--- config.mk ---
export PLATFORM = sky130hd
export DESIGN_NAME = object_position_counter_flat
export DESIGN_NICKNAME = d
export VERILOG_FILES = /design/src/rtl/object_position_counter_if.sv /design/src/rtl/object_position_counter.sv /design/src/flat_wrapper.sv
export SDC_FILE = /design/constraint.sdc
export NUM_CORES = 1
export LEC_CHECK = 0
export CAP_MARGIN = 25
export CELL_PAD_IN_SITES_DETAIL_PLACEMENT = 0
export CELL_PAD_IN_SITES_GLOBAL_PLACEMENT = 1
export CORE_MARGIN = 2
export CORE_UTILIZATION = 42
export CTS_CLUSTER_SIZE = 14
export DETAILED_ROUTE_END_ITERATION = 12
export GPL_TIMING_DRIVEN = 0
export PLACE_DENSITY_LB_ADDON = 0.1
export SETUP_SLACK_MARGIN = 0.15
export SYNTH_ARGS = -nofsm -noshare
export SYNTH_HDL_FRONTEND = slang
export SYNTH_SLANG_ARGS = --single-unit
--- constraint.sdc ---
create_clock -name clk -period 3.6 [get_ports clk]
set_input_delay 0.54 -clock clk [delete_from_list [all_inputs] [get_ports clk]]
set_output_delay 0.54 -clock clk [all_outputs]
set_load 0.02 [all_outputs]
--- src/rtl/object_position_counter_if.sv ---
// Object position counter bus: direction/load controls in, coordinates and pulses out.
// The master drives controls; the counter (slave) drives coordinates and status pulses.
interface object_position_counter_if #(
    parameter int unsigned X_WIDTH = 10,
    parameter int unsigned Y_WIDTH = 10
);
    logic [3:0]         dir;
    logic               freeze;
    logic               load;
    logic [X_WIDTH-1:0] load_x;
    logic [Y_WIDTH-1:0] load_y;
    logic [X_WIDTH-1:0] x_pos;
    logic [Y_WIDTH-1:0] y_pos;
    logic               step;
    logic               x_edge;
    logic               y_edge;

    modport master (
        output dir, freeze, load, load_x, load_y,
        input  x_pos, y_pos, step, x_edge, y_edge
    );

    modport slave (
        input  dir, freeze, load, load_x, load_y,
        output x_pos, y_pos, step, x_edge, y_edge
    );
endinterface

--- src/rtl/object_position_counter.sv ---
// Prescaled X/Y position counter for one Pong screen object, limited to a programmable field.
// Define OBJECT_POS_WRAP_EN to wrap blocked moves to the opposite limit instead of saturating.
module object_position_counter #(
    parameter int unsigned X_WIDTH  = 10,
    parameter int unsigned Y_WIDTH  = 10,
    parameter int unsigned X_MIN    = 0,
    parameter int unsigned X_MAX    = 639,
    parameter int unsigned Y_MIN    = 0,
    parameter int unsigned Y_MAX    = 479,
    parameter int unsigned X_INIT   = 320,
    parameter int unsigned Y_INIT   = 240,
    parameter int unsigned TICK_DIV = 833333
) (
    input  logic                      clk,
    input  logic                      rstn,
    object_position_counter_if.slave  bus
);

    localparam int unsigned CNT_W = (TICK_DIV > 1) ? $clog2(TICK_DIV) : 1;

    localparam logic [CNT_W-1:0]   CNT_LAST = CNT_W'(TICK_DIV - 1);
    localparam logic [X_WIDTH-1:0] XMIN     = X_WIDTH'(X_MIN);
    localparam logic [X_WIDTH-1:0] XMAX     = X_WIDTH'(X_MAX);
    localparam logic [X_WIDTH-1:0] XINIT    = X_WIDTH'(X_INIT);
    localparam logic [Y_WIDTH-1:0] YMIN     = Y_WIDTH'(Y_MIN);
    localparam logic [Y_WIDTH-1:0] YMAX     = Y_WIDTH'(Y_MAX);
    localparam logic [Y_WIDTH-1:0] YINIT    = Y_WIDTH'(Y_INIT);

    logic [CNT_W-1:0]   tick_cnt_q, tick_cnt_d;
    logic [X_WIDTH-1:0] x_pos_q, x_pos_d;
    logic [Y_WIDTH-1:0] y_pos_q, y_pos_d;
    logic               step_q, step_d;
    logic               x_edge_q, x_edge_d;
    logic               y_edge_q, y_edge_d;
    logic               tick_now;

    // v < MIN is tested as v+1 <= MIN so a zero lower limit never yields a constant compare
    function automatic logic [X_WIDTH-1:0] clamp_x(input logic [X_WIDTH-1:0] v);
        logic [X_WIDTH:0] v_inc;
        v_inc = {1'b0, v} + (X_WIDTH+1)'(1);
        if (v_inc <= {1'b0, XMIN}) begin
            clamp_x = XMIN;
        end else if (v > XMAX) begin
            clamp_x = XMAX;
        end else begin
            clamp_x = v;
        end
    endfunction

    function automatic logic [Y_WIDTH-1:0] clamp_y(input logic [Y_WIDTH-1:0] v);
        logic [Y_WIDTH:0] v_inc;
        v_inc = {1'b0, v} + (Y_WIDTH+1)'(1);
        if (v_inc <= {1'b0, YMIN}) begin
            clamp_y = YMIN;
        end else if (v > YMAX) begin
            clamp_y = YMAX;
        end else begin
            clamp_y = v;
        end
    endfunction

    assign tick_now = (tick_cnt_q == CNT_LAST) && !bus.freeze;

    always_comb begin
        tick_cnt_d = tick_cnt_q;
        x_pos_d    = x_pos_q;
        y_pos_d    = y_pos_q;
        step_d     = 1'b0;
        x_edge_d   = 1'b0;
        y_edge_d   = 1'b0;

        if (bus.load) begin
            x_pos_d    = clamp_x(bus.load_x);
            y_pos_d    = clamp_y(bus.load_y);
            tick_cnt_d = '0;
        end else if (tick_now) begin
            tick_cnt_d = '0;
            step_d     = 1'b1;

            if (bus.dir[0]) begin
                if (bus.dir[1]) begin
                    if (x_pos_q < XMAX) begin
                        x_pos_d = x_pos_q + X_WIDTH'(1);
                    end else begin
                        x_edge_d = 1'b1;
`ifdef OBJECT_POS_WRAP_EN
                        x_pos_d  = XMIN;
`endif
                    end
                end else begin
                    if (x_pos_q > XMIN) begin
                        x_pos_d = x_pos_q - X_WIDTH'(1);
                    end else begin
                        x_edge_d = 1'b1;
`ifdef OBJECT_POS_WRAP_EN
                        x_pos_d  = XMAX;
`endif
                    end
                end
            end

            if (bus.dir[2]) begin
                if (bus.dir[3]) begin
                    if (y_pos_q < YMAX) begin
                        y_pos_d = y_pos_q + Y_WIDTH'(1);
                    end else begin
                        y_edge_d = 1'b1;
`ifdef OBJECT_POS_WRAP_EN
                        y_pos_d  = YMIN;
`endif
                    end
                end else begin
                    if (y_pos_q > YMIN) begin
                        y_pos_d = y_pos_q - Y_WIDTH'(1);
                    end else begin
                        y_edge_d = 1'b1;
`ifdef OBJECT_POS_WRAP_EN
                        y_pos_d  = YMAX;
`endif
                    end
                end
            end
        end else if (!bus.freeze) begin
            tick_cnt_d = tick_cnt_q + CNT_W'(1);
        end
    end

    always_ff @(posedge clk) begin
        if (!rstn) begin
            tick_cnt_q <= '0;
            x_pos_q    <= XINIT;
            y_pos_q    <= YINIT;
            step_q     <= 1'b0;
            x_edge_q   <= 1'b0;
            y_edge_q   <= 1'b0;
        end else begin
            tick_cnt_q <= tick_cnt_d;
            x_pos_q    <= x_pos_d;
            y_pos_q    <= y_pos_d;
            step_q     <= step_d;
            x_edge_q   <= x_edge_d;
            y_edge_q   <= y_edge_d;
        end
    end

    assign bus.x_pos  = x_pos_q;
    assign bus.y_pos  = y_pos_q;
    assign bus.step   = step_q;
    assign bus.x_edge = x_edge_q;
    assign bus.y_edge = y_edge_q;

endmodule

--- src/flat_wrapper.sv ---
// flat-port wrapper written by rule: the top's interface ports become plain ports
module object_position_counter_flat 
#(
    parameter int unsigned X_WIDTH  = 10,
    parameter int unsigned Y_WIDTH  = 10,
    parameter int unsigned X_MIN    = 0,
    parameter int unsigned X_MAX    = 639,
    parameter int unsigned Y_MIN    = 0,
    parameter int unsigned Y_MAX    = 479,
    parameter int unsigned X_INIT   = 320,
    parameter int unsigned Y_INIT   = 240,
    parameter int unsigned TICK_DIV = 833333
)
  (clk, rstn, bus_dir, bus_freeze, bus_load, bus_load_x, bus_load_y, bus_x_pos, bus_y_pos, bus_step, bus_x_edge, bus_y_edge);
  object_position_counter_if #(.X_WIDTH(X_WIDTH), .Y_WIDTH(Y_WIDTH)) bus_i ();
  input  logic clk;
  input  logic rstn;
  input wire logic [$bits(bus_i.dir)-1:0] bus_dir;
  input wire logic [$bits(bus_i.freeze)-1:0] bus_freeze;
  input wire logic [$bits(bus_i.load)-1:0] bus_load;
  input wire logic [$bits(bus_i.load_x)-1:0] bus_load_x;
  input wire logic [$bits(bus_i.load_y)-1:0] bus_load_y;
  output wire logic [$bits(bus_i.x_pos)-1:0] bus_x_pos;
  output wire logic [$bits(bus_i.y_pos)-1:0] bus_y_pos;
  output wire logic [$bits(bus_i.step)-1:0] bus_step;
  output wire logic [$bits(bus_i.x_edge)-1:0] bus_x_edge;
  output wire logic [$bits(bus_i.y_edge)-1:0] bus_y_edge;
  assign bus_i.dir = bus_dir;
  assign bus_i.freeze = bus_freeze;
  assign bus_i.load = bus_load;
  assign bus_i.load_x = bus_load_x;
  assign bus_i.load_y = bus_load_y;
  assign bus_x_pos = bus_i.x_pos;
  assign bus_y_pos = bus_i.y_pos;
  assign bus_step = bus_i.step;
  assign bus_x_edge = bus_i.x_edge;
  assign bus_y_edge = bus_i.y_edge;
  object_position_counter #(.X_WIDTH(X_WIDTH), .Y_WIDTH(Y_WIDTH), .X_MIN(X_MIN), .X_MAX(X_MAX), .Y_MIN(Y_MIN), .Y_MAX(Y_MAX), .X_INIT(X_INIT), .Y_INIT(Y_INIT), .TICK_DIV(TICK_DIV)) u_core (.clk(clk), .rstn(rstn), .bus(bus_i));
endmodule
==> impl_results.md, run 1 <==
* Hold/Removal Path Class: flip-flop to flip-flop
* IO Count at between 50 and 60
* CP arrival at ~3100 ps
* Max-cap violation count at 0
* Placed wire-length estimate at roughly 5700 µm
* Most frequent cells after synthesis: 47 x nor2_1, 43 x dfxtp_1, 29 x nand2_1
* Vias per inst at around 5.6
* Post-CTS Setup Repair Bufs at 0
* Multiplexer area fraction after synthesis at 1.41%
* # rows at 29
* Clock Latency Late Sink at 300 ps
* Critical path's top delay family: compound AO/OA/AOI/OAI gates
* Max-slew violation count at 0
* Port buffer count at approximately 50
* Nets at roughly 460
* Ranking of synthesized cells by area: dfxtp_1 30%, ha_1 8.0%, nor2_1 6.2%
* Min-Delay Endpoint: u_core.tick_cnt_q[14]
* Hold_buf cts at 0
* Mean post-synth cell area at 8.07 µm²
* Vert. Die Dim at around 86 µm
* Final TNS setup at 0 ps
* Post-synthesis xor/xnor area fraction at under 10%
* Post-route cell area at between 0.003 and 0.004 mm²
* Post-Synth Adder-Cell Area at about a tenth
* Worst Setup End Kind: flip-flop
* CTS sink count at between 40 and 50
* Ys Warns at 0
* Hold depth at 2
* Core Util, Final at between 50 and 60%
* Most common cell in the synthesized netlist: nor2_1
* Startpoint Class: input port
* Seq pwr share at about 45%
* P&R area growth vs syn at 23.7%
* R2r setup slk at about 1100 ps
* Highest Clock Rate at roughly 0.34 GHz
* Starting Density at ~44%
* Worst clock skew at roughly 8.7 ps
* Share of the synthesized area in the top cell type at 30.4%
* Max VDD drop at about 220 µV
* DR WL/cell at 15.0 µm
* Worst Reg-to-Reg Cells at 7
* Critical path buffer and inverter count at 2
* Netlist cell types at just over 50
* Clk buf depth at 2
* Post-layout min period at 2950 ps
* Placed inst area at around 0.0034 mm²
* Compound-Gate Fraction of Synth Area at between 20% and 30%
* Clock root cell: clkbuf_8
* Pre-Repair DR Iteration Count at 4
* Synthesized area at between 0.002 and 0.003 mm²
* FILL cells at between 600 and 700
* Total Routing Usage GR at between 20 and 25%
* Antenna Diode Count at 0
* CP Class: input port to flip-flop
* Htree depth at 2
* Critical path depth at 9
* Worst-path clk slew at about 80 ps
* Main combinational cell family by area after synthesis: simple AND/OR/NAND/NOR gates
* First-pass GRT wire length at around 12000 µm
* Via count at between 2000 and 3000
* Final WL at about 7300 µm
* Critical Path Slowest Stage Cell: a2111oi_0
* CTS resizes at 0
* Final Hold Fails at 0
* Pre-CTS setup slack at ~330 ps
* Worst-Margin Slew at 761 ps
* Layout cells sized above 1 at roughly 2.7%
* Synthesis-stage register bit count at 43
* P per Cell Area at roughly 330 mW/mm²
* Switching Fraction at 31.8%
* DRC Markers at 0
* NetSw at 364 µW
* Worst-path cell chain: clkdlybuf4s50_1 -> inv_1 -> ha_1 -> a21oi_1 -> o2111ai_1 -> a2111oi_0 -> a2111oi_4 -> xnor2_1 -> nor2_1
* CTS tree: yes
* Gate power share at 27.5%
* Delay of the slowest critical-path stage at a little over 700 ps
* Cts bufs inserted at 5
* GRT overflow at 0
* Final ANT Viol Nets at 0
* Simple-gate share of the synthesized area at 26.2%
* RePlAce Congestion at 0.894
* Origin of the critical flop-to-flop path: u_core.tick_cnt_q[10]
* PnR worst setup slack at 655 ps
* Leak pwr at roughly 0.0012 µW
* Area leader, netlist: dfxtp_1
* Worst path required time at approximately 3800 ps
* Terminus of the critical flop-to-flop path: u_core.bus.y_pos[5]
* Largest net degree at the start of global routing at 14
* DR iter-0 viols at between 90 and 100
* Status: completed
* Number of global-route vias before repair at ~2600
* Antenna violations before repair at 0
* Tot Pwr at roughly 1100 µW
* Fraction of registers with async set/reset at 0%
* EDFF count, synth at 0
* Core Box Area at ~0.0064 mm²
* Period utilization at 81.8%
* Main synth FF type: dfxtp_1
* HP Start: u_core.tick_cnt_q[14]
* Internal power at between 700 and 800 µW
* Die ar. at 0.00741 mm²
* RSZ-0062 raised after global routing: no
* Register area share after synthesis at between 30% and 40%
* Cells after Synth at 351
* Slew HR at 47.9%
* CP Max Fanout at 11
* Syn_nets at approximately 400
* Die width at roughly 86 µm
* Clk pwr share at 27.1%
* Final setup violation count at 0
## worst max path at each step
stage | from | to | slack (ps)
floorplan | bus_dir[3] | u_core.bus.y_pos[9] | 1240
global placement | bus_dir[3] | u_core.bus.y_pos[9] | 350
detailed placement | bus_dir[3] | u_core.bus.y_pos[9] | 330
CTS | bus_dir[3] | u_core.bus.y_pos[9] | 650
global route | bus_dir[3] | u_core.bus.y_pos[9] | 430
finish | bus_dir[3] | u_core.bus.y_pos[9] | 650
## state kept, by name, indices dropped and copies added (netlist names)
register / count
u_core.bus.step: 1
u_core.bus.x_edge: 1
u_core.bus.x_pos: 10
u_core.bus.y_edge: 1
u_core.bus.y_pos: 10
u_core.tick_cnt_q: 20
## metal layers
metal / GRT usage [%] / vias up / wire length (µm) / share of wire [%]
li1: - / 1396 / - / -
met1: 28.6 / 1285 / 3550 / 49
met2: 33.1 / 50 / 3340 / 46
met3: 4.62 / 4 / 355 / 4.9
met4: 4.47 / 0 / 40 / 0.55
met5: 0 / - / 0 / 0
## logic make-up after synthesis
logic type                 count (synthesis)
adders and majority gates                 20
DFF                                       43
xor gates and xnor gates                  29
and+or+nand+nor                          147
muxes                                      4
AOI/OAI and AO/OA                         83
buffers and inverters                     25
## worst register-to-register path: stages (launching register included)
cell      delay (ps)
dfxtp_1          450
nand4_1          120
or4b_1           610
a2111o_1         540
and2_1           230
clkbuf_1         180
mux2i_1          180
nand2_1           60
## stage by stage
stage / hold WS [ps] / cells
after floorplan: 466 / 351
after global placement: 485 / 477
after detailed placement: 495 / 477
after CTS: 507 / 485
after global routing: 534 / 485
final: 501 / 485
## area by class of cell
class	instances	area, µm²	share of cell area, %
Multi-Input combinational cell	283	1880	53.6
Sequential cell	43	861	24.6
Timing Repair Buffer	49	490	14.0
Tap cell	77	96.3	2.75
Clock buffer	6	72.6	2.07
Inverter	16	60.1	1.71
Buffer	9	33.8	0.964
Clock inverter	2	12.5	0.357
## cell usage in the layout (no fill, tap or decap), types with 4 or more instances in the layout
master           instances
a21boi_0                 7
a21oi_1                 15
a31oi_1                  6
and3_1                   7
clkbuf_1                10
clkbuf_8                 5
clkdlybuf4s50_1         49
dfxtp_1                 43
ha_1                    18
inv_1                   16
mux2i_1                  4
nand2_1                 29
nand3_1                 15
nand4_1                  7
nor2_1                  47
nor2b_1                  6
nor3_1                   7
o21ai_0                 20
o221ai_1                 6
o31ai_1                  4
or3_1                    7
xnor2_1                 19
xor2_1                  10
## power by group through the flow
stage	combinational [µW]	sequential, µW	clock [µW]
6_report	315	521	310
5_1_grt	351	525	349
4_1_cts	317	522	325
3_5_place_dp	315	533	0
3_3_place_gp	312	532	0
2_1_floorplan	187	547	0
Note: power is estimated with default switching activity, not from simulation.
==> inputs of run 2 (changes only) <==
--- a/config.mk
+++ b/config.mk
@@ -9,7 +9,7 @@
 export CELL_PAD_IN_SITES_DETAIL_PLACEMENT = 0
 export CELL_PAD_IN_SITES_GLOBAL_PLACEMENT = 1
 export CORE_MARGIN = 2
-export CORE_UTILIZATION = 42
+export CORE_UTILIZATION = 39
 export CTS_CLUSTER_SIZE = 14
 export DETAILED_ROUTE_END_ITERATION = 12
 export GPL_TIMING_DRIVEN = 0
==> constraint.sdc (replaced) <==
create_clock -name clk -period 3 [get_ports clk]
set_input_delay 0.45 -clock clk [delete_from_list [all_inputs] [get_ports clk]]
set_output_delay 0.45 -clock clk [all_outputs]
set_load 0.02 [all_outputs]
==> run 2 against run 1 <==
Effect of this change:
- sequential share of layout area is 0.28 points lower
- non-clock buffer count stayed put
- clock power is 20% higher
- global-route usage is 0.84 points lower
- power increased by 21%
- worst hold slack better by 7.4 ps
- first-iteration DRC count increased by 49%
==> impl_results.md, run 2 (synthesis results as in run 1) <==
* CP Class: input port to flip-flop (unchanged)
* Switching Fraction at 32.0% (was 31.8%)
* Max-cap violation count at 0 (unchanged)
* Max VDD drop at 167 µV (was 224 µV)
* Post-CTS Setup Repair Bufs at 0 (unchanged)
* Core Util, Final at 49.6% (was 54.5%)
* Internal power at 941 µW (was 783 µW)
* CTS tree: yes (unchanged)
* Clock root cell: clkbuf_8 (unchanged)
* IO Count at 51 (unchanged)
* Worst-path cell chain: clkdlybuf4s50_1 -> inv_2 -> ha_1 -> nor2b_1 -> o2111ai_1 -> a311oi_2 -> o21a_1 -> o311ai_0 -> o311a_1 (was clkdlybuf4s50_1 -> inv_1 -> ha_1 -> a21oi_1 -> o2111ai_1 -> a2111oi_0 -> a2111oi_4 -> xnor2_1 -> nor2_1)
* Final setup violation count at 0 (unchanged)
* DR iter-0 viols at 136 (was 91)
* Die width at 89.2 µm (was 86.1 µm)
* Period utilization at around nine tenths
* P per Cell Area at 391 mW/mm² (was 327 mW/mm²)
* Post-layout min period at 2750 ps
* Critical Path Slowest Stage Cell: clkdlybuf4s50_1 (was a2111oi_0)
* Vert. Die Dim at 89.2 µm (was 86.1 µm)
* Leak pwr at 0.00123 µW (about the same)
* Gate power share at 27.9% (was 27.5%)
* CP arrival at 3000 ps (was 3140 ps)
* Vias per inst at 5.35 (was 5.64)
* Most common library cell in the layout ignoring fill and taps: clkdlybuf4s50_1 (unchanged)
* Max FFs per register at 20 (unchanged)
* DR WL/cell at 15.1 µm (was 15.0 µm)
* Hold_buf cts at 0 (unchanged)
* Total Routing Usage GR at 19.9% (was 20.7%)
* Worst Setup End Kind: flip-flop (unchanged)
* Top reg by flops: u_core.tick_cnt_q (unchanged)
* Final Hold Fails at 0 (unchanged)
* Worst clock skew at 8.38 ps (was 8.73 ps)
* Delay of the slowest critical-path stage at 640 ps (was 710 ps)
* Clk buf depth at 2 (unchanged)
* Nets at 455 (unchanged)
* Startpoint Class: input port (unchanged)
* Slew HR at 59.7% (was 47.9%)
* Antenna Diode Count at 0 (unchanged)
* Worst-Margin Slew at 604 ps (was 761 ps)
* Fin cells at 507 (was 485)
* NetSw at 444 µW (was 364 µW)
* Pre-Repair DR Iteration Count at 4 (unchanged)
* P&R area growth vs syn at 25.1% (was 23.7%)
* Hold/Removal Path Class: flip-flop to flip-flop (unchanged)
* Highest Clock Rate at roughly 0.36 GHz
* Final TNS setup at 0 ps (unchanged)
* Status: completed (unchanged)
* CP Max Fanout at 11 (unchanged)
* GRT overflow at 0 (unchanged)
* RePlAce Congestion at 0.888 (was 0.894)
* Clk pwr share at 26.8% (was 27.1%)
* Max-slew violation count at 0 (unchanged)
* Most frequent cells in the layout: 49 x clkdlybuf4s50_1, 47 x nor2_1, 43 x dfxtp_1, 29 x nand2_1, 20 x o21ai_0 (unchanged)
* RSZ-0062 raised after global routing: yes (was no)
* Clock Latency Late Sink at 300 ps (about the same)
* Layout cells sized above 1 at 3.43% (was 2.70%)
* Port buffer count at 49 (unchanged)
* Seq pwr share at 45.2% (was 45.4%)
* Largest net degree at the start of global routing at 14 (unchanged)
* # rows at 31 (was 29)
* Die ar. at 0.00796 mm² (was 0.00741 mm²)
* Placed insts at 499 (was 477)
* Antenna violations before repair at 0 (unchanged)
* PnR worst setup slack at 250 ps (was 655 ps)
* Final WL at 7650 µm (was 7290 µm)
* Core Box Area at 0.00714 mm² (was 0.00642 mm²)
* Worst path required time at 3250 ps (was 3790 ps)
* Final ANT Viol Nets at 0 (unchanged)
* Number of global-route vias before repair at 2529 (was 2593)
* Tot Pwr at 1380 µW (was 1150 µW)
* CTS sink count at 43 (unchanged)
* R2r setup slk at 470 ps (was 1100 ps)
* Starting Density at 39.7% (was 44.1%)
* Htree depth at 2 (unchanged)
* First-pass GRT wire length at 12300 µm (about the same)
* Via count at 2712 (was 2735)
* Placed wire-length estimate at 5870 µm (was 5680 µm)
* Cts bufs inserted at 5 (unchanged)
* Worst-path clk slew at 90 ps (was 80 ps)
* Pre-CTS setup slack at -240 ps (was 325 ps)
* DRC Markers at 0 (unchanged)
==> run 2: final cells by class <==
class	count	area (µm²)
Multi-Input combinational cell	283	1890
Clock buffer	6	72.6
Buffer	9	33.8
Tap cell	99	124
Timing Repair Buffer	49	490
Sequential cell	43	861
Clock inverter	2	12.5
Inverter	16	60.1
Fill cell	753	3590
==> run 2: final timing paths <==
kind	start	end	depth (start not counted)
setup / recovery	bus_dir[3]	u_core.bus.y_pos[8]	9
hold / removal	u_core.tick_cnt_q[14]	u_core.tick_cnt_q[14]	2
setup reg to reg	u_core.bus.y_pos[9]	u_core.bus.y_pos[5]	7
hold reg to reg	u_core.tick_cnt_q[14]	u_core.tick_cnt_q[14]	2
==> run 2: worst max-delay path, delay by kind of cell <==
kind                     cells  cell delay (ps)
buffers and inverters        2              820
AND/OR/NAND/NOR              1              170
adder cells (fa/ha/maj)      1              370
AO/OA/AOI/OAI                5             1190
==> run 2: layer usage <==
layer | wire, µm | share of wire (%) | up-vias | global-route usage, %
met2 | 3460 | 45 | 58 | 31.6
met4 | 93 | 1.2 | 0 | 4.48
met3 | 333 | 4.4 | 10 | 3.88
met1 | 3760 | 49 | 1256 | 28.0
li1 | - | - | 1388 | -
met5 | 0 | 0 | - | 0
==> run 2: power groups by stage <==
stage,Clock (µW),Sequential (µW),Combinational (µW)
floorplan,0,656,225
global placement,0,640,378
detailed placement,0,639,380
CTS,389,626,384
global route,414,630,427
finish,372,626,386
==> run 2: stage by stage <==
step                      hold WS, ps  area, µm²
final                             509       3540
after CTS                         515       3530
after floorplan                   466       2830
after detailed placement          502       3450
after global routing              547       3540
after global placement            485       3450
==> run 2: what timing repair did <==
item | CTS | global route
endpoints found under the hold margin | 0 | 0
gates resized for setup | 2 | 2
setup endpoints to repair | 2 | 2
